## config.mk

```make
export PLATFORM = sky130hd
export DESIGN_NAME = alu_control_mc
export DESIGN_NICKNAME = d
export VERILOG_FILES = /design/src/rtl/alu_control_mc_pkg.sv /design/src/rtl/alu_control_mc_decode.sv /design/src/rtl/alu_control_mc.sv
export SDC_FILE = /design/constraint.sdc
export NUM_CORES = 1
export LEC_CHECK = 0
export CAP_MARGIN = 15
export CELL_PAD_IN_SITES_DETAIL_PLACEMENT = 0
export CELL_PAD_IN_SITES_GLOBAL_PLACEMENT = 2
export CORE_MARGIN = 2
export CORE_UTILIZATION = 30
export DETAILED_ROUTE_END_ITERATION = 7
export GPL_TIMING_DRIVEN = 0
export MAX_ROUTING_LAYER = met4
export PLACE_DENSITY = 0.81
export REMOVE_ABC_BUFFERS = 1
export SLEW_MARGIN = 10
export SYNTH_ARGS = -nofsm -noshare
export SYNTH_HDL_FRONTEND = slang
export SYNTH_SLANG_ARGS = --single-unit
```

## constraint.sdc

```tcl
create_clock -name clk -period 3.3 [get_ports clk]
set_input_delay 0.66 -clock clk [delete_from_list [all_inputs] [get_ports clk]]
set_output_delay 0.66 -clock clk [all_outputs]
set_load 0.05 [all_outputs]
```

## src/rtl/alu_control_mc_pkg.sv

```systemverilog
// Shared definitions for the RV32IM ALU control block.
//   - alu_op_class_e : instruction class driven by the main control unit
//   - mc_state_e     : multi-cycle sequencer state encoding
//   - OPC_*          : 5-bit base operation codes (zero-extended to OP_W by users)
//   - F7_*           : funct7 encodings that select the R-type sub-tables
//   - base_op()      : funct3 -> operation for the plain (funct7 = 0) integer ops
// These codes are shared with the ALU and MDU, so changing them is an
// interface change for both.
package alu_control_mc_pkg;

  typedef enum logic [2:0] {
    CLS_R      = 3'b000,
    CLS_I_ALU  = 3'b001,
    CLS_LUI    = 3'b010,
    CLS_STORE  = 3'b011,
    CLS_LOAD   = 3'b100,
    CLS_BRANCH = 3'b101,
    CLS_JAL    = 3'b110,
    CLS_JALR   = 3'b111
  } alu_op_class_e;

  typedef enum logic [1:0] {
    ST_IDLE = 2'b00,
    ST_BUSY = 2'b01,
    ST_DONE = 2'b10
  } mc_state_e;

  localparam int BASE_OP_W = 5;
  typedef logic [BASE_OP_W-1:0] op_code_t;

  // Single-cycle ALU operations (legacy 4-bit codes, zero-extended).
  localparam op_code_t OPC_ADD    = 5'b00000;
  localparam op_code_t OPC_SUB    = 5'b00001;
  localparam op_code_t OPC_LW     = 5'b00011;
  localparam op_code_t OPC_AND    = 5'b00100;
  localparam op_code_t OPC_OR     = 5'b00101;
  localparam op_code_t OPC_XOR    = 5'b00110;
  localparam op_code_t OPC_LUI    = 5'b00111;
  localparam op_code_t OPC_SLL    = 5'b01000;
  localparam op_code_t OPC_SRL    = 5'b01010;
  localparam op_code_t OPC_SRA    = 5'b01011;
  localparam op_code_t OPC_SLT    = 5'b01100;
  localparam op_code_t OPC_SLTU   = 5'b01101;

  // M-extension operations: {2'b10, funct3}. Bit 2 separates MUL* from DIV*/REM*.
  localparam op_code_t OPC_MUL    = 5'b10000;
  localparam op_code_t OPC_MULH   = 5'b10001;
  localparam op_code_t OPC_MULHSU = 5'b10010;
  localparam op_code_t OPC_MULHU  = 5'b10011;
  localparam op_code_t OPC_DIV    = 5'b10100;
  localparam op_code_t OPC_DIVU   = 5'b10101;
  localparam op_code_t OPC_REM    = 5'b10110;
  localparam op_code_t OPC_REMU   = 5'b10111;

  localparam logic [6:0] F7_BASE   = 7'h00;
  localparam logic [6:0] F7_ALT    = 7'h20;
  localparam logic [6:0] F7_MULDIV = 7'h01;

  // funct3 -> operation for the funct7 = 0x00 R-type table; the I-ALU table
  // is identical apart from the SRL/SRA split, which the caller handles.
  function automatic op_code_t base_op(input logic [2:0] f3);
    op_code_t code;
    case (f3)
      3'b000:  code = OPC_ADD;
      3'b001:  code = OPC_SLL;
      3'b010:  code = OPC_SLT;
      3'b011:  code = OPC_SLTU;
      3'b100:  code = OPC_XOR;
      3'b101:  code = OPC_SRL;
      3'b110:  code = OPC_OR;
      default: code = OPC_AND;
    endcase
    return code;
  endfunction

endpackage

```

## src/rtl/alu_control_mc_decode.sv

```systemverilog
// Purely combinational decoder: {funct7, ALU_Op, funct3} -> operation code.
// Ports:
//   funct7_i  in  7     instr[31:25]
//   alu_op_i  in  3     instruction class from main control
//   funct3_i  in  3     instr[14:12]
//   code_o    out OP_W  operation code (ADD for illegal encodings)
//   is_mc_o   out 1     operation needs the multi-cycle MDU
//   illegal_o out 1     encoding is not supported
module alu_control_mc_decode
  import alu_control_mc_pkg::*;
#(
  parameter int OP_W = 5
) (
  input  logic [6:0]      funct7_i,
  input  logic [2:0]      alu_op_i,
  input  logic [2:0]      funct3_i,
  output logic [OP_W-1:0] code_o,
  output logic            is_mc_o,
  output logic            illegal_o
);

  alu_op_class_e op_class;
  op_code_t      code;
  logic          is_mc;
  logic          illegal;

  // All eight 3-bit values are named classes, so this cast never yields an
  // out-of-range enum.
  assign op_class = alu_op_class_e'(alu_op_i);

  always_comb begin
    code    = OPC_ADD;
    is_mc   = 1'b0;
    illegal = 1'b0;
    case (op_class)
      CLS_R: begin
        case (funct7_i)
          F7_BASE: code = base_op(funct3_i);
          F7_ALT: begin
            if (funct3_i == 3'b000) begin
              code = OPC_SUB;
            end else if (funct3_i == 3'b101) begin
              code = OPC_SRA;
            end else begin
              illegal = 1'b1;
            end
          end
          F7_MULDIV: begin
            code  = {2'b10, funct3_i};
            is_mc = 1'b1;
          end
          default: illegal = 1'b1;
        endcase
      end
      CLS_I_ALU: begin
        // Only the shifts carry meaning in funct7; for the other I-ALU ops
        // those bits are immediate data and must be ignored.
        if (funct3_i == 3'b001 || funct3_i == 3'b101) begin
          if (funct7_i != F7_BASE && funct7_i != F7_ALT) begin
            illegal = 1'b1;
          end else if (funct3_i == 3'b101 && funct7_i[5]) begin
            code = OPC_SRA;
          end else begin
            code = base_op(funct3_i);
          end
        end else begin
          code = base_op(funct3_i);
        end
      end
      CLS_LUI:    code = OPC_LUI;
      CLS_LOAD:   code = OPC_LW;
      CLS_BRANCH: code = OPC_SUB;
      default:    code = OPC_ADD;  // STORE, JAL, JALR: address adder
    endcase
  end

  assign code_o    = OP_W'(code);
  assign is_mc_o   = is_mc;
  assign illegal_o = illegal;

endmodule

```

## src/rtl/alu_control_mc.sv

```systemverilog
// Registered, multi-cycle ALU control for the RV32IM datapath.
// Single-cycle ops report one cycle after valid_i; M-extension ops start the
// MDU and hold stall_o high for exactly LAT cycles, reporting on the last one.
// Parameters: OP_W (>=5), MUL_LAT (>=2), DIV_LAT (>=2).
// Ports:
//   clk              in   1     rising-edge clock
//   reset            in   1     asynchronous active-high reset
//   valid_i          in   1     decode presents a valid instruction
//   flush_i          in   1     abort current/pending operation
//   funct7_i         in   7     instr[31:25]
//   ALU_Op_i         in   3     instruction class from main control
//   funct3_i         in   3     instr[14:12]
//   ALU_Operation_o  out  OP_W  registered operation code
//   op_valid_o       out  1     one-cycle pulse per completed op
//   mc_start_o       out  1     one-cycle MDU start pulse
//   stall_o          out  1     front-end hold, high while not IDLE
//   illegal_o        out  1     pulses with op_valid_o for unsupported encodings
module alu_control_mc
  import alu_control_mc_pkg::*;
#(
  parameter int OP_W    = 5,
  parameter int MUL_LAT = 3,
  parameter int DIV_LAT = 32
) (
  input  logic            clk,
  input  logic            reset,
  input  logic            valid_i,
  input  logic            flush_i,
  input  logic [6:0]      funct7_i,
  input  logic [2:0]      ALU_Op_i,
  input  logic [2:0]      funct3_i,
  output logic [OP_W-1:0] ALU_Operation_o,
  output logic            op_valid_o,
  output logic            mc_start_o,
  output logic            stall_o,
  output logic            illegal_o
);

  localparam int MAX_LAT = (DIV_LAT > MUL_LAT) ? DIV_LAT : MUL_LAT;
  localparam int CNT_W   = $clog2(MAX_LAT);

  // BUSY lasts LOAD+1 cycles and DONE one more, so the op reports on the
  // LAT-th stalled cycle counted from the mc_start_o cycle.
  localparam logic [CNT_W-1:0] MUL_LOAD = CNT_W'(MUL_LAT - 2);
  localparam logic [CNT_W-1:0] DIV_LOAD = CNT_W'(DIV_LAT - 2);

  logic [OP_W-1:0]  dec_code;
  logic             dec_is_mc;
  logic             dec_illegal;

  mc_state_e        state_reg, state_next;
  logic [CNT_W-1:0] cnt_reg, cnt_next;
  logic [OP_W-1:0]  code_reg, code_next;
  logic             single_valid_reg, single_valid_next;
  logic             mc_start_reg, mc_start_next;
  logic             illegal_reg, illegal_next;

  alu_control_mc_decode #(
    .OP_W (OP_W)
  ) u_decode (
    .funct7_i  (funct7_i),
    .alu_op_i  (ALU_Op_i),
    .funct3_i  (funct3_i),
    .code_o    (dec_code),
    .is_mc_o   (dec_is_mc),
    .illegal_o (dec_illegal)
  );

  // State, counter and output registers.
  always_ff @(posedge clk or posedge reset) begin
    if (reset) begin
      state_reg        <= ST_IDLE;
      cnt_reg          <= '0;
      code_reg         <= '0;
      single_valid_reg <= 1'b0;
      mc_start_reg     <= 1'b0;
      illegal_reg      <= 1'b0;
    end else begin
      state_reg        <= state_next;
      cnt_reg          <= cnt_next;
      code_reg         <= code_next;
      single_valid_reg <= single_valid_next;
      mc_start_reg     <= mc_start_next;
      illegal_reg      <= illegal_next;
    end
  end

  // Next-state logic. New ops are accepted only in IDLE; the code register
  // moves only on acceptance so the datapath sees a stable code otherwise.
  always_comb begin
    state_next        = state_reg;
    cnt_next          = cnt_reg;
    code_next         = code_reg;
    single_valid_next = 1'b0;
    mc_start_next     = 1'b0;
    illegal_next      = 1'b0;
    if (flush_i) begin
      state_next = ST_IDLE;
      cnt_next   = '0;
    end else begin
      case (state_reg)
        ST_IDLE: begin
          if (valid_i) begin
            code_next = dec_code;
            if (dec_is_mc) begin
              state_next    = ST_BUSY;
              mc_start_next = 1'b1;
              // Bit 2 of an M code distinguishes DIV*/REM* from MUL*.
              cnt_next      = dec_code[2] ? DIV_LOAD : MUL_LOAD;
            end else begin
              single_valid_next = 1'b1;
              illegal_next      = dec_illegal;
            end
          end
        end
        ST_BUSY: begin
          if (cnt_reg == '0) begin
            state_next = ST_DONE;
          end else begin
            cnt_next = cnt_reg - CNT_W'(1);
          end
        end
        ST_DONE: state_next = ST_IDLE;
        default: state_next = ST_IDLE;
      endcase
    end
  end

  // Outputs derived from the registered state.
  always_comb begin
    stall_o    = (state_reg != ST_IDLE);
    op_valid_o = single_valid_reg | (state_reg == ST_DONE);
  end

  assign ALU_Operation_o = code_reg;
  assign mc_start_o      = mc_start_reg;
  assign illegal_o       = illegal_reg;

endmodule
```

==> results of run 1 <==
-- power by group --
| group | total, mW | switching (mW) | internal [mW] |
|---|---|---|---|
| Combinational | 0.117 | 0.0694 | 0.0472 |
| Sequential | 0.197 | 0.00505 | 0.192 |
| Clock | 0.112 | 0.0651 | 0.0469 |
| Total | 0.425 | 0.140 | 0.286 |
-- worst paths after layout --
| check | to | slack (ns) | start |
|---|---|---|---|
| setup / recovery | cnt_reg[3]$_DFFE_PP0P_ | 0.61 | funct7_i[1] |
| hold / removal | ALU_Operation_o[3]$_DFFE_PP0P_ | 0.48 | ALU_Operation_o[3]$_DFFE_PP0P_ |
| setup reg to reg | ALU_Operation_o[3]$_DFFE_PP0P_ | 1.04 | state_reg[1]$_DFFE_PP0P_ |
| hold reg to reg | ALU_Operation_o[3]$_DFFE_PP0P_ | 0.48 | ALU_Operation_o[3]$_DFFE_PP0P_ |
| max in group asynchronous | ALU_Operation_o[1]$_DFFE_PP0P_ | 2.17 | reset |
| min in group asynchronous | state_reg[0]$_DFFE_PP0P_ | 0.74 | reset |
-- cell families (layout without fill, tap and decap cells) --
group,count (synthesis),after routing,synth area share (%)
buffers and inverters,17,39,6.29
adder cells (fa/ha/maj),2,2,2.29
AO/OA/AOI/OAI,40,40,27.3
flip-flops,15,15,34.3
AND/OR/NAND/NOR,57,57,28.8
multiplexers,1,1,0.915
-- through the flow --
step                setup slack, ns  std cells  power, mW  util, %  cell area, um^2
finish                        0.614        200      0.425     40.9             1400
global route                  0.445        200      0.451     40.9             1400
CTS                           0.587        200      0.430     40.9             1400
detailed placement            0.282        196      0.317     40.1             1370
global placement              0.334        196      0.316     40.1             1370
floorplan                     0.937        125      0.265        -             1060
-- cells in the final DEF, fill, tap and decap left out, types with 2 or more instances in the layout --
| master | n |
|---|---|
| sky130_fd_sc_hd__ha_1 | 2 |
| sky130_fd_sc_hd__nand2b_1 | 3 |
| sky130_fd_sc_hd__inv_2 | 2 |
| sky130_fd_sc_hd__nand2_1 | 14 |
| sky130_fd_sc_hd__or3_1 | 4 |
| sky130_fd_sc_hd__clkdlybuf4s50_1 | 25 |
| sky130_fd_sc_hd__a31oi_1 | 2 |
| sky130_fd_sc_hd__o21bai_1 | 3 |
| sky130_fd_sc_hd__nor2_1 | 14 |
| sky130_fd_sc_hd__dfrtp_1 | 15 |
| sky130_fd_sc_hd__o41ai_1 | 2 |
| sky130_fd_sc_hd__a21o_1 | 5 |
| sky130_fd_sc_hd__o211ai_1 | 3 |
| sky130_fd_sc_hd__inv_1 | 8 |
| sky130_fd_sc_hd__nor3_1 | 5 |
| sky130_fd_sc_hd__a21oi_1 | 7 |
| sky130_fd_sc_hd__clkbuf_4 | 3 |
| sky130_fd_sc_hd__o21ai_0 | 3 |
| sky130_fd_sc_hd__nor2b_1 | 2 |
| sky130_fd_sc_hd__o21ai_1 | 4 |
| sky130_fd_sc_hd__nand4_1 | 2 |
| sky130_fd_sc_hd__nand3b_1 | 2 |
-- tightest hold or removal path, delay by kind of cell, from the launching register on --
kind | cells | cell delay [ns]
flops | 1 | 0.35
simple gates | 2 | 0.10
-- final cells by class --
class                      instances  share of cell area (%)
clock buffer                       4                    1.88
inverter                          10                    2.69
multi-input combinational        100                    46.5
sequential                        15                    26.9
tap                               46                    4.12
timing repair buffer              25                    17.9
-- metal layers --
| layer | vias up | share of wire (%) | GRT usage, % |
|---|---|---|---|
| met5 | - | 0 | - |
| met4 | 0 | 0.37 | 3.19 |
| met3 | 2 | 3.6 | 2.64 |
| met2 | 20 | 43 | 22.3 |
| met1 | 496 | 52 | 20.5 |
| li1 | 527 | - | - |
==> qor.json, run 1 <==
{
  "synth": {
    "syn-instance-count": 132,
    "mapped_avg_cell_area_um2": 8.28,
    "synth.lib_cells_used.distinct": 46,
    "asyncSetResetFlopFracSynth_pct": 100,
    "top_cell_type_s_share_of_synthesized_area_pct": 34.3,
    "ys_ff_latch": 15,
    "synthFlopType": "sky130_fd_sc_hd__dfrtp_1",
    "synth_top_area_cell": "sky130_fd_sc_hd__dfrtp_1",
    "synth.yosys.warnings": 0,
    "post_synth_main_area_contributors": "sky130_fd_sc_hd__dfrtp_1 34%, sky130_fd_sc_hd__nand2_1 4.8%, sky130_fd_sc_hd__nor2_1 4.8%, sky130_fd_sc_hd__a21o_1 3.4%, sky130_fd_sc_hd__a21oi_1 3.2%",
    "number_of_flops_mapped_to_enable_cells_by_yosys": 0,
    "post-synth-top-count-cell": "sky130_fd_sc_hd__dfrtp_1",
    "mappedNetlistArea_mm2": 0.00109,
    "most_instantiated_cells_after_synthesis": "15 x sky130_fd_sc_hd__dfrtp_1, 14 x sky130_fd_sc_hd__nand2_1, 14 x sky130_fd_sc_hd__nor2_1",
    "synth_seq_area_share_pct": 34.3
  },
  "die": {
    "die_width_um": 64.4,
    "fp.coreArea_mm2": 0.00342,
    "floorplan.die_area_mm2": 0.00414,
    "core.rowCount": 21,
    "io-pin-count": 26,
    "die_height_um": 64.4,
    "start_util_pct": 32.0
  },
  "detailed_routing": {
    "routed-via-count": 1045,
    "dr.first_iter.drc_count": 37,
    "drt_pre_antenna_iters": 4,
    "postRouteAntennaNets": 0,
    "routed_wl_mm": 2.71,
    "viasPerCell": 5.23,
    "detail_route.drc_violations": 0,
    "route.detailed.wl_per_inst_um": 13.5
  },
  "cts": {
    "clkTransAtPathRegs_ns": 0.10,
    "clk-insertion-delay-late_ns": 0.28,
    "gates_resized_cts_repair": 0,
    "cts_root_buf": "sky130_fd_sc_hd__clkbuf_4",
    "cts.sinks": 15,
    "hold_buffers": 0,
    "cts_post_setup_buffers_inserted": 0,
    "cts.path.max_buffers": 2,
    "cts_buffers": 3,
    "cts_tree": "yes",
    "htreeDepth": 1
  },
  "setup_path": {
    "crit_cells": 7,
    "rr_worst_depth": 5,
    "worst_ep_arrival_time_ns": 2.92,
    "crit_path_start_kind": "input port",
    "crit_path_top_delay_cell": "sky130_fd_sc_hd__or4_1",
    "cp_slowest_stage_delay_ns": 0.60,
    "cp_data_required_time_ns": 3.53,
    "crit_buf_inv": 1,
    "timing.critical_path.to_type": "register",
    "crit_fanout": 7,
    "critical-path-top-delay-family": "simple AND/OR/NAND/NOR gates",
    "timing.critical_path.cells": "clkdlybuf4s50_1 > or3_1 > or4_1 > nor3_2 > a31oi_1 > o21bai_1 > o21a_1",
    "kind_of_critical_path": "input port to register"
  },
  "global_routing": {
    "globalRouteTotalUtil_pct": 14.7,
    "grt_pass1_vias": 1037,
    "gr-total-overflow": 0,
    "grt_antenna_before_repair": 0,
    "wire_length_of_the_first_global_routing_pass_mm": 4.78,
    "grt_start_max_net_pins": 16
  },
  "finish": {
    "layout.filler_cells": 366,
    "design.final.nets": 174,
    "antenna_cells_inserted": 0,
    "layout-drive-gt1-share_pct": 7.79,
    "sequential_cell_area_um2": 375,
    "area_delta_synth_final_pct": 27.7,
    "multi_input_gate_area_in_the_final_layout_um2": 649
  },
  "sta": {
    "report.final.hold_viol_count": 0,
    "layout_worst_path_cycle_share_pct": 81.4,
    "setup_viol": 0,
    "finalMaxSlewViolations": 0,
    "whs_ns": 0.485,
    "grt_setup_unrepaired": "false",
    "setup_tns_ns": 0,
    "fin_crit_ns": 2.69,
    "slew_headroom_pct": 53.2,
    "worstMarginPinSlew_ns": 0.684,
    "finalClockSkew_ns": 0.00381,
    "max_freq_mhz": 372
  },
  "placement": {
    "place.detailed.hpwl_mm": 2.01,
    "place.gp.congestion": 0.778,
    "port_buffers": 25
  },
  "flow_run": {
    "drv.max_cap_violation_count": 0
  },
  "power": {
    "power_density_mw_per_mm2": 305,
    "worst_ir_drop_vdd_mv": 0.118,
    "power.leakage_nw": 0.589
  },
  "status": {
    "outcome": "completed"
  },
  "hold_path": {
    "timing.hold.worst_path_depth": 2,
    "min_path_type": "register to register"
  }
}
Note: power is estimated with default switching activity, not from simulation.
==> run 2, diff against run 1 <==
--- a/config.mk
+++ b/config.mk
@@ -9,11 +9,11 @@
 export CELL_PAD_IN_SITES_DETAIL_PLACEMENT = 0
 export CELL_PAD_IN_SITES_GLOBAL_PLACEMENT = 2
 export CORE_MARGIN = 2
-export CORE_UTILIZATION = 30
+export CORE_UTILIZATION = 28
 export DETAILED_ROUTE_END_ITERATION = 7
 export GPL_TIMING_DRIVEN = 0
 export MAX_ROUTING_LAYER = met4
-export PLACE_DENSITY = 0.81
+export PLACE_DENSITY = 0.76
 export REMOVE_ABC_BUFFERS = 1
 export SLEW_MARGIN = 10
 export SYNTH_ARGS = -nofsm -noshare
==> constraint.sdc (replaced) <==
create_clock -name clk -period 2.7 [get_ports clk]
set_input_delay 0.54 -clock clk [delete_from_list [all_inputs] [get_ports clk]]
set_output_delay 0.54 -clock clk [all_outputs]
set_load 0.05 [all_outputs]
==> qor.json, run 2 (synthesized netlist as in run 1, its figures left out) <==
{
  "setup_path": {
    "kind_of_critical_path": "input port to register",
    "crit_fanout": {"value": 9, "change": "+2"},
    "crit_buf_inv": {"value": 1, "change": "unchanged"},
    "worst_ep_arrival_time": {"value": 2.74, "unit": "ns", "change": "-0.18 ns"},
    "rrSetupSlack": {"value": 0.52, "unit": "ns", "change": "-0.52 ns"},
    "crit_path_start_kind": "input port",
    "timing.critical_path.to_type": "register",
    "crit_path_top_delay_cell": "sky130_fd_sc_hd__clkdlybuf4s50_1",
    "cp_slowest_stage_delay": {"value": 0.56, "unit": "ns", "change": "-0.04 ns"},
    "timing.critical_path.cells": "clkdlybuf4s50_1 > or3_4 > or3_1 > nor3_4 > nor4_2 > a311oi_1 > o21a_1",
    "cp_data_required_time": {"value": 2.90, "unit": "ns", "change": "-0.63 ns"},
    "critical-path-top-delay-family": "simple AND/OR/NAND/NOR gates"
  },
  "global_routing": {
    "wire_length_of_the_first_global_routing_pass": {"value": 4.76, "unit": "mm", "change": "-0.42%"},
    "grt_util_met1": {"value": 18.4, "unit": "%", "change": "-2.1 points"},
    "gr-total-overflow": {"value": 0, "change": "unchanged"},
    "globalRouteTotalUtil": {"value": 14.5, "unit": "%", "change": "-0.17 points"},
    "grt_antenna_before_repair": {"value": 0, "change": "unchanged"},
    "grt_start_max_net_pins": {"value": 16, "change": "unchanged"},
    "grt_pass1_vias": {"value": 1023, "change": "-1.4%"},
    "global_routing_met3_resource_utilization": {"value": 1.69, "unit": "%", "change": "-0.95 points"},
    "grt.met2_usage": {"value": 23.1, "unit": "%", "change": "+0.86 points"},
    "grt_busiest_layer": "met2"
  },
  "cts": {
    "htreeDepth": {"value": 1, "change": "unchanged"},
    "hold_buffers": {"value": 0, "change": "unchanged"},
    "cts_post_setup_buffers_inserted": {"value": 0, "change": "unchanged"},
    "cts_buffers": {"value": 3, "change": "unchanged"},
    "cts_root_buf": "sky130_fd_sc_hd__clkbuf_8",
    "clkTransAtPathRegs": {"value": 0.07, "unit": "ns", "change": "-0.03 ns"},
    "cts.sinks": {"value": 15, "change": "unchanged"},
    "cts.path.max_buffers": {"value": 2, "change": "unchanged"},
    "gates_resized_cts_repair": {"value": 0, "change": "unchanged"},
    "clk-insertion-delay-late": {"value": 0.25, "unit": "ns", "change": "-0.03 ns"},
    "cts_tree": "yes"
  },
  "detailed_routing": {
    "route.detailed.wl_per_inst": {"value": 13.7, "unit": "um", "change": "+1.1%"},
    "postRouteAntennaNets": {"value": 0, "change": "unchanged"},
    "detail_route.drc_violations": {"value": 0, "change": "unchanged"},
    "routed-via-count": {"value": 1044, "change": "-0.096%"},
    "dr.first_iter.drc_count": {"value": 52, "change": "+41%"},
    "routed_wl": {"value": 2.76, "unit": "mm", "change": "+2.1%"},
    "drt_pre_antenna_iters": {"value": 4, "change": "unchanged"},
    "viasPerCell": {"value": 5.17, "change": "-1.1%"}
  },
  "sta": {
    "setup_viol": {"value": 0, "change": "unchanged"},
    "setup_tns": {"value": 0, "unit": "ns", "change": "unchanged"},
    "grt_setup_unrepaired": "false",
    "layout_worst_path_cycle_share_pct": 94.4,
    "finalClockSkew": {"value": 0.00332, "unit": "ns", "change": "-0.000490 ns"},
    "postLayoutSetupSlackWorst": {"value": 0.152, "unit": "ns", "change": "-0.462 ns"},
    "finalMaxSlewViolations": {"value": 0, "change": "unchanged"},
    "slew_headroom": {"value": 56.8, "unit": "%", "change": "+3.5 points"},
    "whs": {"value": 0.480, "unit": "ns", "change": "-0.00516 ns"},
    "worstMarginPinSlew": {"value": 0.643, "unit": "ns", "change": "-0.0406 ns"},
    "max_freq_mhz": 392,
    "report.final.hold_viol_count": {"value": 0, "change": "unchanged"},
    "fin_crit_ns": 2.55
  },
  "power": {
    "power.leakage": {"value": 0.598, "unit": "nW", "change": "+1.4%"},
    "worst_ir_drop_vdd": {"value": 0.120, "unit": "mV", "change": "+1.4%"},
    "power_density": {"value": 405, "unit": "mW/mm^2", "change": "+33%"}
  },
  "finish": {
    "area_delta_synth_final_pct": 30.4,
    "postLayoutCoreUtil": {"value": 38.4, "unit": "%", "change": "-2.5 points"},
    "multi_input_gate_area_in_the_final_layout": {"value": 654, "unit": "um^2", "change": "+0.77%"},
    "antenna_cells_inserted": {"value": 0, "change": "unchanged"},
    "layout.cells.most_common_list": "25 x sky130_fd_sc_hd__clkdlybuf4s50_1, 15 x sky130_fd_sc_hd__dfrtp_1, 14 x sky130_fd_sc_hd__nor2_1, 14 x sky130_fd_sc_hd__nand2_1, 8 x sky130_fd_sc_hd__inv_1",
    "layout.filler_cells": {"value": 406, "change": "+11%"},
    "sequential_cell_area": {"value": 375, "unit": "um^2", "change": "unchanged"},
    "design.final.nets": {"value": 174, "change": "unchanged"},
    "layout-drive-gt1-share": {"value": 9.09, "unit": "%", "change": "+1.3 points"},
    "mostFrequentLayoutCell": "sky130_fd_sc_hd__clkdlybuf4s50_1"
  },
  "placement": {
    "place.detailed.hpwl": {"value": 2.05, "unit": "mm", "change": "+1.8%"},
    "place.gp.congestion": {"value": 0.807, "change": "+3.7%"},
    "port_buffers": {"value": 25, "change": "unchanged"},
    "setup_slack_after_placement": {"value": -0.185, "unit": "ns", "change": "-0.467 ns"}
  },
  "status": {
    "outcome": "completed"
  },
  "die": {
    "fp.coreArea": {"value": 0.00372, "unit": "mm^2", "change": "+8.8%"},
    "die_width": {"value": 66.5, "unit": "um", "change": "+3.3%"},
    "die_height": {"value": 66.5, "unit": "um", "change": "+3.3%"},
    "start_util": {"value": 29.4, "unit": "%", "change": "-2.6 points"},
    "core.rowCount": {"value": 22, "change": "+4.8%"},
    "floorplan.die_area": {"value": 0.00442, "unit": "mm^2", "change": "+6.7%"},
    "io-pin-count": {"value": 26, "change": "unchanged"}
  },
  "hold_path": {
    "min_path_type": "register to register"
  },
  "flow_run": {
    "drv.max_cap_violation_count": {"value": 0, "change": "unchanged"}
  }
}
run 2: changes by cell type in the layout (fill, tap and decap cells not counted), sizes merged:
cell      change
clkbuf        -1
clkinvlp      +1
run 2: routing by layer:
metal | vias to the layer above | routed length (um)
met5 | - | 0
met4 | 0 | 63
met3 | 5 | 102
met2 | 23 | 1310
met1 | 491 | 1290
li1 | 525 | -
run 2: worst min-delay path, stage by stage (launching register included):
cell                      delay (ns)
sky130_fd_sc_hd__dfrtp_1        0.34
sky130_fd_sc_hd__nand2_1        0.05
sky130_fd_sc_hd__o21ai_1        0.06
run 2: worst paths after layout:
path / startpoint / end / cells after the start
max: ALU_Op_i[2] / cnt_reg[3]$_DFFE_PP0P_ / 7
min: ALU_Operation_o[2]$_DFFE_PP0P_ / ALU_Operation_o[2]$_DFFE_PP0P_ / 2
max reg2reg: state_reg[1]$_DFFE_PP0P_ / ALU_Operation_o[3]$_DFFE_PP0P_ / 5
min reg2reg: ALU_Operation_o[2]$_DFFE_PP0P_ / ALU_Operation_o[2]$_DFFE_PP0P_ / 2
max in group asynchronous: reset / ALU_Operation_o[2]$_DFFE_PP0P_ / 2
min in group asynchronous: reset / ALU_Operation_o[4]$_DFFE_PP0P_ / 2
run 2: power by group:
part / switching [mW] / internal [mW] / total, mW
logic: 0.0846 / 0.0578 / 0.142
clock network: 0.0917 / 0.104 / 0.196
registers: 0.00586 / 0.234 / 0.240
run 2: final cells by class:
| class | instances | share of cell area (%) |
|---|---|---|
| multi-input cells | 100 | 45.9 |
| well taps | 48 | 4.21 |
| inverters | 10 | 2.63 |
| repair buffers | 25 | 17.5 |
| clock buffers | 3 | 2.89 |
| clock inverters | 1 | 0.526 |
| flip-flops and latches | 15 | 26.3 |
run 2: per-stage QoR:
stage	std cells	cell area, um^2	power, mW
finish	202	1430	0.578
global route	202	1430	0.608
CTS	202	1420	0.582
detailed placement	198	1370	0.387
global placement	198	1370	0.387
floorplan	125	1060	0.324
